--- src/rtl/regfile_mp.sv ---
// Multi-port register file with a protected flags register, a busy scoreboard
// and registered read ports. Define REGFILE_BYPASS_EN for same-cycle write-to-read forwarding.
module regfile_mp #(
    parameter int unsigned DATA_W   = 64,
    parameter int unsigned NREGS    = 32,
    parameter int unsigned NREAD    = 2,
    parameter int unsigned FLAG_IDX = 30,
    parameter int unsigned FLAG_W   = 4,
    parameter int unsigned ADDR_W   = $clog2(NREGS)
) (
    input  logic                      clk,
    input  logic                      rst,
    input  logic                      write_enable,
    input  logic [ADDR_W-1:0]         write_addr,
    input  logic [DATA_W-1:0]         write_data,
    input  logic                      setflags,
    input  logic [FLAG_W-1:0]         flags,
    input  logic [NREAD*ADDR_W-1:0]   rd_addr,
    output logic [NREAD*DATA_W-1:0]   rd_data,
    output logic [NREAD-1:0]          rd_busy,
    input  logic                      reserve_en,
    input  logic [ADDR_W-1:0]         reserve_addr,
    output logic [NREGS-1:0]          busy_vec
);

    localparam logic [ADDR_W-1:0] FLAG_A = ADDR_W'(FLAG_IDX);

    // Elaboration-time parameter sanity
    if (NREAD < 1 || NREAD > 4) begin : g_bad_nread
        $error("regfile_mp: NREAD must be 1..4");
    end
    if (NREGS < 4 || (NREGS & (NREGS - 1)) != 0) begin : g_bad_nregs
        $error("regfile_mp: NREGS must be a power of two >= 4");
    end
    if (FLAG_IDX >= NREGS || FLAG_W > DATA_W) begin : g_bad_flag
        $error("regfile_mp: flags register out of range");
    end

    logic [DATA_W-1:0] store [NREGS];
    logic [NREGS-1:0]  busy;
    logic [NREGS-1:0]  busy_nxt;
    logic              wr_ok;
    logic [DATA_W-1:0] flags_ext;
    logic [ADDR_W-1:0] rd_addr_a   [NREAD];
    logic [DATA_W-1:0] rd_data_nxt [NREAD];
    logic [NREAD-1:0]  rd_busy_nxt;

    // General writes to the flags register are dropped
    assign wr_ok     = write_enable && (write_addr != FLAG_A);
    assign flags_ext = DATA_W'(flags);
    assign busy_vec  = busy;

    for (genvar gp = 0; gp < NREAD; gp++) begin : g_rd_addr
        assign rd_addr_a[gp] = rd_addr[gp*ADDR_W +: ADDR_W];
    end

    // Scoreboard next state: clears first, reservation last so it wins
    always_comb begin
        busy_nxt = busy;
        if (wr_ok) begin
            busy_nxt[write_addr] = 1'b0;
        end
        if (setflags) begin
            busy_nxt[FLAG_A] = 1'b0;
        end
        if (reserve_en) begin
            busy_nxt[reserve_addr] = 1'b1;
        end
    end

    always_ff @(posedge clk or negedge rst) begin
        if (!rst) begin
            for (int i = 0; i < int'(NREGS); i++) begin
                store[i] <= '0;
            end
        end else begin
            if (wr_ok) begin
                store[write_addr] <= write_data;
            end
            if (setflags) begin
                store[FLAG_A] <= flags_ext;
            end
        end
    end

    always_ff @(posedge clk or negedge rst) begin
        if (!rst) begin
            busy <= '0;
        end else begin
            busy <= busy_nxt;
        end
    end

    // Read mux per port, optionally forwarding the value being written this cycle
    always_comb begin
        for (int p = 0; p < int'(NREAD); p++) begin
            rd_data_nxt[p] = store[rd_addr_a[p]];
            rd_busy_nxt[p] = busy[rd_addr_a[p]];
`ifdef REGFILE_BYPASS_EN
            if (wr_ok && (write_addr == rd_addr_a[p])) begin
                rd_data_nxt[p] = write_data;
                rd_busy_nxt[p] = busy_nxt[rd_addr_a[p]];
            end else if (setflags && (rd_addr_a[p] == FLAG_A)) begin
                rd_data_nxt[p] = flags_ext;
                rd_busy_nxt[p] = busy_nxt[FLAG_A];
            end
`endif
        end
    end

    always_ff @(posedge clk or negedge rst) begin
        if (!rst) begin
            rd_data <= '0;
            rd_busy <= '0;
        end else begin
            for (int p = 0; p < int'(NREAD); p++) begin
                rd_data[p*DATA_W +: DATA_W] <= rd_data_nxt[p];
            end
            rd_busy <= rd_busy_nxt;
        end
    end

endmodule

--- config.mk ---
export PLATFORM = sky130hd
export DESIGN_NAME = regfile_mp
export DESIGN_NICKNAME = d
export VERILOG_FILES = /design/src/rtl/regfile_mp.sv
export SDC_FILE = /design/constraint.sdc
export NUM_CORES = 2
export LEC_CHECK = 0
export BUFFER_PORTS_ARGS = -buffer_cell sky130_fd_sc_hd__buf_4
export CAP_MARGIN = 20
export CELL_PAD_IN_SITES_DETAIL_PLACEMENT = 1
export CELL_PAD_IN_SITES_GLOBAL_PLACEMENT = 1
export CORE_ASPECT_RATIO = 0.9
export CORE_MARGIN = 2
export CORE_UTILIZATION = 48
export CTS_BUF_LIST = sky130_fd_sc_hd__clkbuf_4
export DETAILED_ROUTE_END_ITERATION = 8
export PLACE_DENSITY = 0.72
export SYNTH_ARGS = -nofsm -noshare
export SYNTH_HDL_FRONTEND = slang
export SYNTH_SLANG_ARGS = --single-unit
export TNS_END_PERCENT = 5
--- constraint.sdc ---
create_clock -name clk -period 1.5 [get_ports clk]
set_input_delay 0.3 -clock clk [delete_from_list [all_inputs] [get_ports clk]]
set_output_delay 0.3 -clock clk [all_outputs]
set_load 0.02 [all_outputs]
==> results.sh <==
export IMPL_reg2reg_slack_ps=-280
export IMPL_cts_root_buf="clkbuf_4"
export IMPL_cp_buffers_inverters=1
export IMPL_die_area_sq_um=241000
export IMPL_grt_start_max_net_pins=75
export IMPL_syn_nets=8043
export IMPL_fin_util_pct=60.8
export IMPL_hold_path_class="in2reg"
export IMPL_grt_pass1_wl_um=697000
export IMPL_fin_cells=13200
export IMPL_worstSetupEndpointType="primary output"
export IMPL_critPathLaunchType="flip-flop"
export IMPL_failed_checks="setup timing"
export IMPL_final_max_slew_viol_count=0
export IMPL_switchingPower_mw=56.4
export IMPL_first_global_vias=95100
export IMPL_switching_power_share_of_the_total_pct=31.3
export IMPL_netlist_top_cell_by_area="dfrtp_1"
export IMPL_drt_pre_antenna_iters=9
export IMPL_drc=0
export IMPL_cp_required_ps=1200
export IMPL_post_route_worst_setup_slack_ps=-879
export IMPL_overflow=0
export IMPL_critPathKind="reg2out"
export IMPL_min_clock_period_post_route_ps=2380
export IMPL_cp_slowest_stage_delay_ps=490
export IMPL_share_of_the_cycle_needed_by_the_critical_path_after_routing_pct=159
export IMPL_part_of_the_total_power_dissipated_in_sequential_elements_pct=45.2
export IMPL_holdWs_ps=81.9
export IMPL_power_share_clock_pct=31.9
export IMPL_drtIter0Drc=9583
export IMPL_setup_viol_count_final=703
export IMPL_internal_mw=124
export IMPL_synth_top_flop_cell="dfrtp_1"
export IMPL_dp_slack_ps=-991
export IMPL_numClockSinks=2210
export IMPL_detailroute_via_count=88900
export IMPL_synth_async_sr_flop_share_pct=100
export IMPL_clk_latency_ps=1420
export IMPL_fmax_ghz=0.420
export IMPL_max_cap_viol_count=0
export IMPL_synth_enable_flop_cells=0
export IMPL_yosysUniqueCellTypes=49
export IMPL_timing_critical_path_from="rd_data[33]$_DFF_PN0_"
export IMPL_ff2ff_path_depth=3
export IMPL_die_width_um=517
export IMPL_setup_tns_ps=-151220
export IMPL_netlist_instances=7950
export IMPL_power_density_nw_per_um2=1260
export IMPL_place_detailed_hpwl_um=329000
export IMPL_tightestPinTransition_ps=1220
export IMPL_placed_cells_incl_taps=11900
export IMPL_worstSetupEndpoint="rd_data[33]"
export IMPL_final_design_area_no_fill_sq_um=143000
export IMPL_post_drt_wl_per_cell_um=37.4
export IMPL_drive_gt1_share_pct=50.9
export IMPL_timing_critical_path_max_delay_family="flip-flops"
export IMPL_drtAntennaViolNets=0
export IMPL_finClkSkew_ps=95.0
export IMPL_cpMaxStageDelayCell="dfrtp_2"
export IMPL_most_numerous_cell_in_the_yosys_netlist="dfrtp_1"
export IMPL_place_congestion=0.936
export IMPL_path_max_fanout=1
export IMPL_total_routing_resource_utilization_after_global_routing_pct=40.3
export IMPL_htreeDepth=6
export IMPL_synth_area_sq_um=114000
export IMPL_rsz0062_at_grt="true"
export IMPL_synthesis_warnings=0
export IMPL_cp_num_cells=1
export IMPL_ys_seq_elements=2210
export IMPL_start_util_pct=48.3
export IMPL_critical_path_cell_by_cell="buf_6"
export IMPL_pin_count=255
export IMPL_antenna_found_initial=44
export IMPL_report_final_hold_viol_count=0
export IMPL_seq_area_frac_synth_pct=48.6
export IMPL_crit_arrival_ps=2080
export IMPL_port_buffer_count=254
export IMPL_power_leakage_nw=65.8
export IMPL_die_y_um=466
export IMPL_postPlaceCellArea_sq_um=132000
export IMPL_list_of_most_frequent_post_synthesis_cells="dfrtp_1, mux2_2, mux2i_1"
export IMPL_r2r_start="store[279]$_DFFE_PN0P_"
export IMPL_route_detailed_vias_per_inst=6.76
export IMPL_ys_top_cells_by_area="dfrtp_1, mux2_2, mux4_2, mux2i_1, a22oi_1"
export IMPL_area_growth_pct=25.9
export IMPL_core_area_sq_um=236000
export IMPL_timing_rr_end="rd_data[87]$_DFF_PN0_"
export IMPL_total_power_mw=180
export IMPL_clk_pin_slew_worst_paths_ps=70
export IMPL_clockBufferDepth=4
export IMPL_synth_avg_cell_area_sq_um=14.3
export IMPL_std_cell_rows=169
export IMPL_outcome="finished, violations left"
export IMPL_cts_tree="built"
export IMPL_slew_limit_headroom_pct=18.2
export IMPL_peakVddDrop_mv=0.891
export IMPL_netlist_area_leader_share_pct=48.6
export IMPL_final_wirelength_um=492000
export IMPL_portion_of_total_power_attributed_to_combinational_logic_pct=23.0
export IMPL_finish_net_count=9637
export IMPL_tritoncts_num_buffers=604
## cell families after synthesis
logic type             count (synthesis)  synth area share (%)
buffers and inverters                827                  3.68
DFF                                 2210                  48.6
and+or+nand+nor                      614                  3.08
muxes                               3492                  39.4
AOI/OAI and AO/OA                    807                  5.17
## how the worst min path moves through the flow
stage	slack, ps	end	depth (start not counted)	startpoint
after floorplan	4	busy_vec[0]$_DFF_PN0_	0	rst
after global placement	390	store[1085]$_DFFE_PN0P_	2	rst
after detailed placement	400	store[1085]$_DFFE_PN0P_	2	rst
after CTS	2	store[1777]$_DFFE_PN0P_	3	write_data[49]
after global routing	20	store[121]$_DFFE_PN0P_	4	setflags
final	80	store[125]$_DFFE_PN0P_	4	setflags
## per-layer routing
metal | track usage, % | vias to the layer above | part of all wire (%)
li1 | - | 34100 | -
met1 | 51.1 | 47100 | 38
met2 | 60.7 | 5767 | 45
met3 | 11.1 | 1853 | 9.9
met4 | 26.3 | 32 | 7.5
met5 | 0 | - | 0.041
## cells in the final DEF, fill, tap and decap left out, types with 50 or more instances in the layout
cell type      synthesis  layout
dfrtp_1             2210    2160
mux2_2              1734    1733
buf_4                131     927
mux2i_1              912     910
clkbuf_4               0     879
a22oi_1              631     614
mux4_2               590     590
buf_12                 0     486
mux2_1               256     256
nand3_1              218     213
dlygate4sd3_1          0     191
buf_6                 24     176
nand4_1              116     116
clkinv_1               0      93
nor2b_1               91      68
nand2_1               79      62
a21oi_1               59      59
dfrtp_2                0      50
## flip-flops by register name, summed over array words and instances (netlist names)
signal / count
busy_vec: 32
rd_busy: 2
rd_data: 128
store: 2048
## power by group through the flow
stage          Combinational [mW]  Sequential, mW  Clock (mW)
4_1_cts                      40.5            80.5        57.9
6_report                     41.4            81.3        57.4
5_1_grt                      43.5            82.1        61.2
2_1_floorplan                23.6            78.3           0
3_3_place_gp                 37.2            80.1           0
3_5_place_dp                 38.9            81.3           0
## area by class of cell
cell class                 count  area, sq um
sequential                  2210        55400
tap                         3163         3960
inverter                       2         7.51
clock inverter               144         1060
multi-input combinational   4913        55000
antenna                       32         80.1
timing repair buffer        1813        21100
clock buffer                 878         6590
fill                       22200        92400
## what timing repair did
item                       in CTS  in global routing
setup endpoints to repair     209               1677
pin swaps                      22                  8
hold endpoints to repair     4418                710
gates resized for setup       258                 43
hold buffers                  204                  7
buffers inserted                4                  5
No activity file was read; power rests on OpenSTA's default activity.
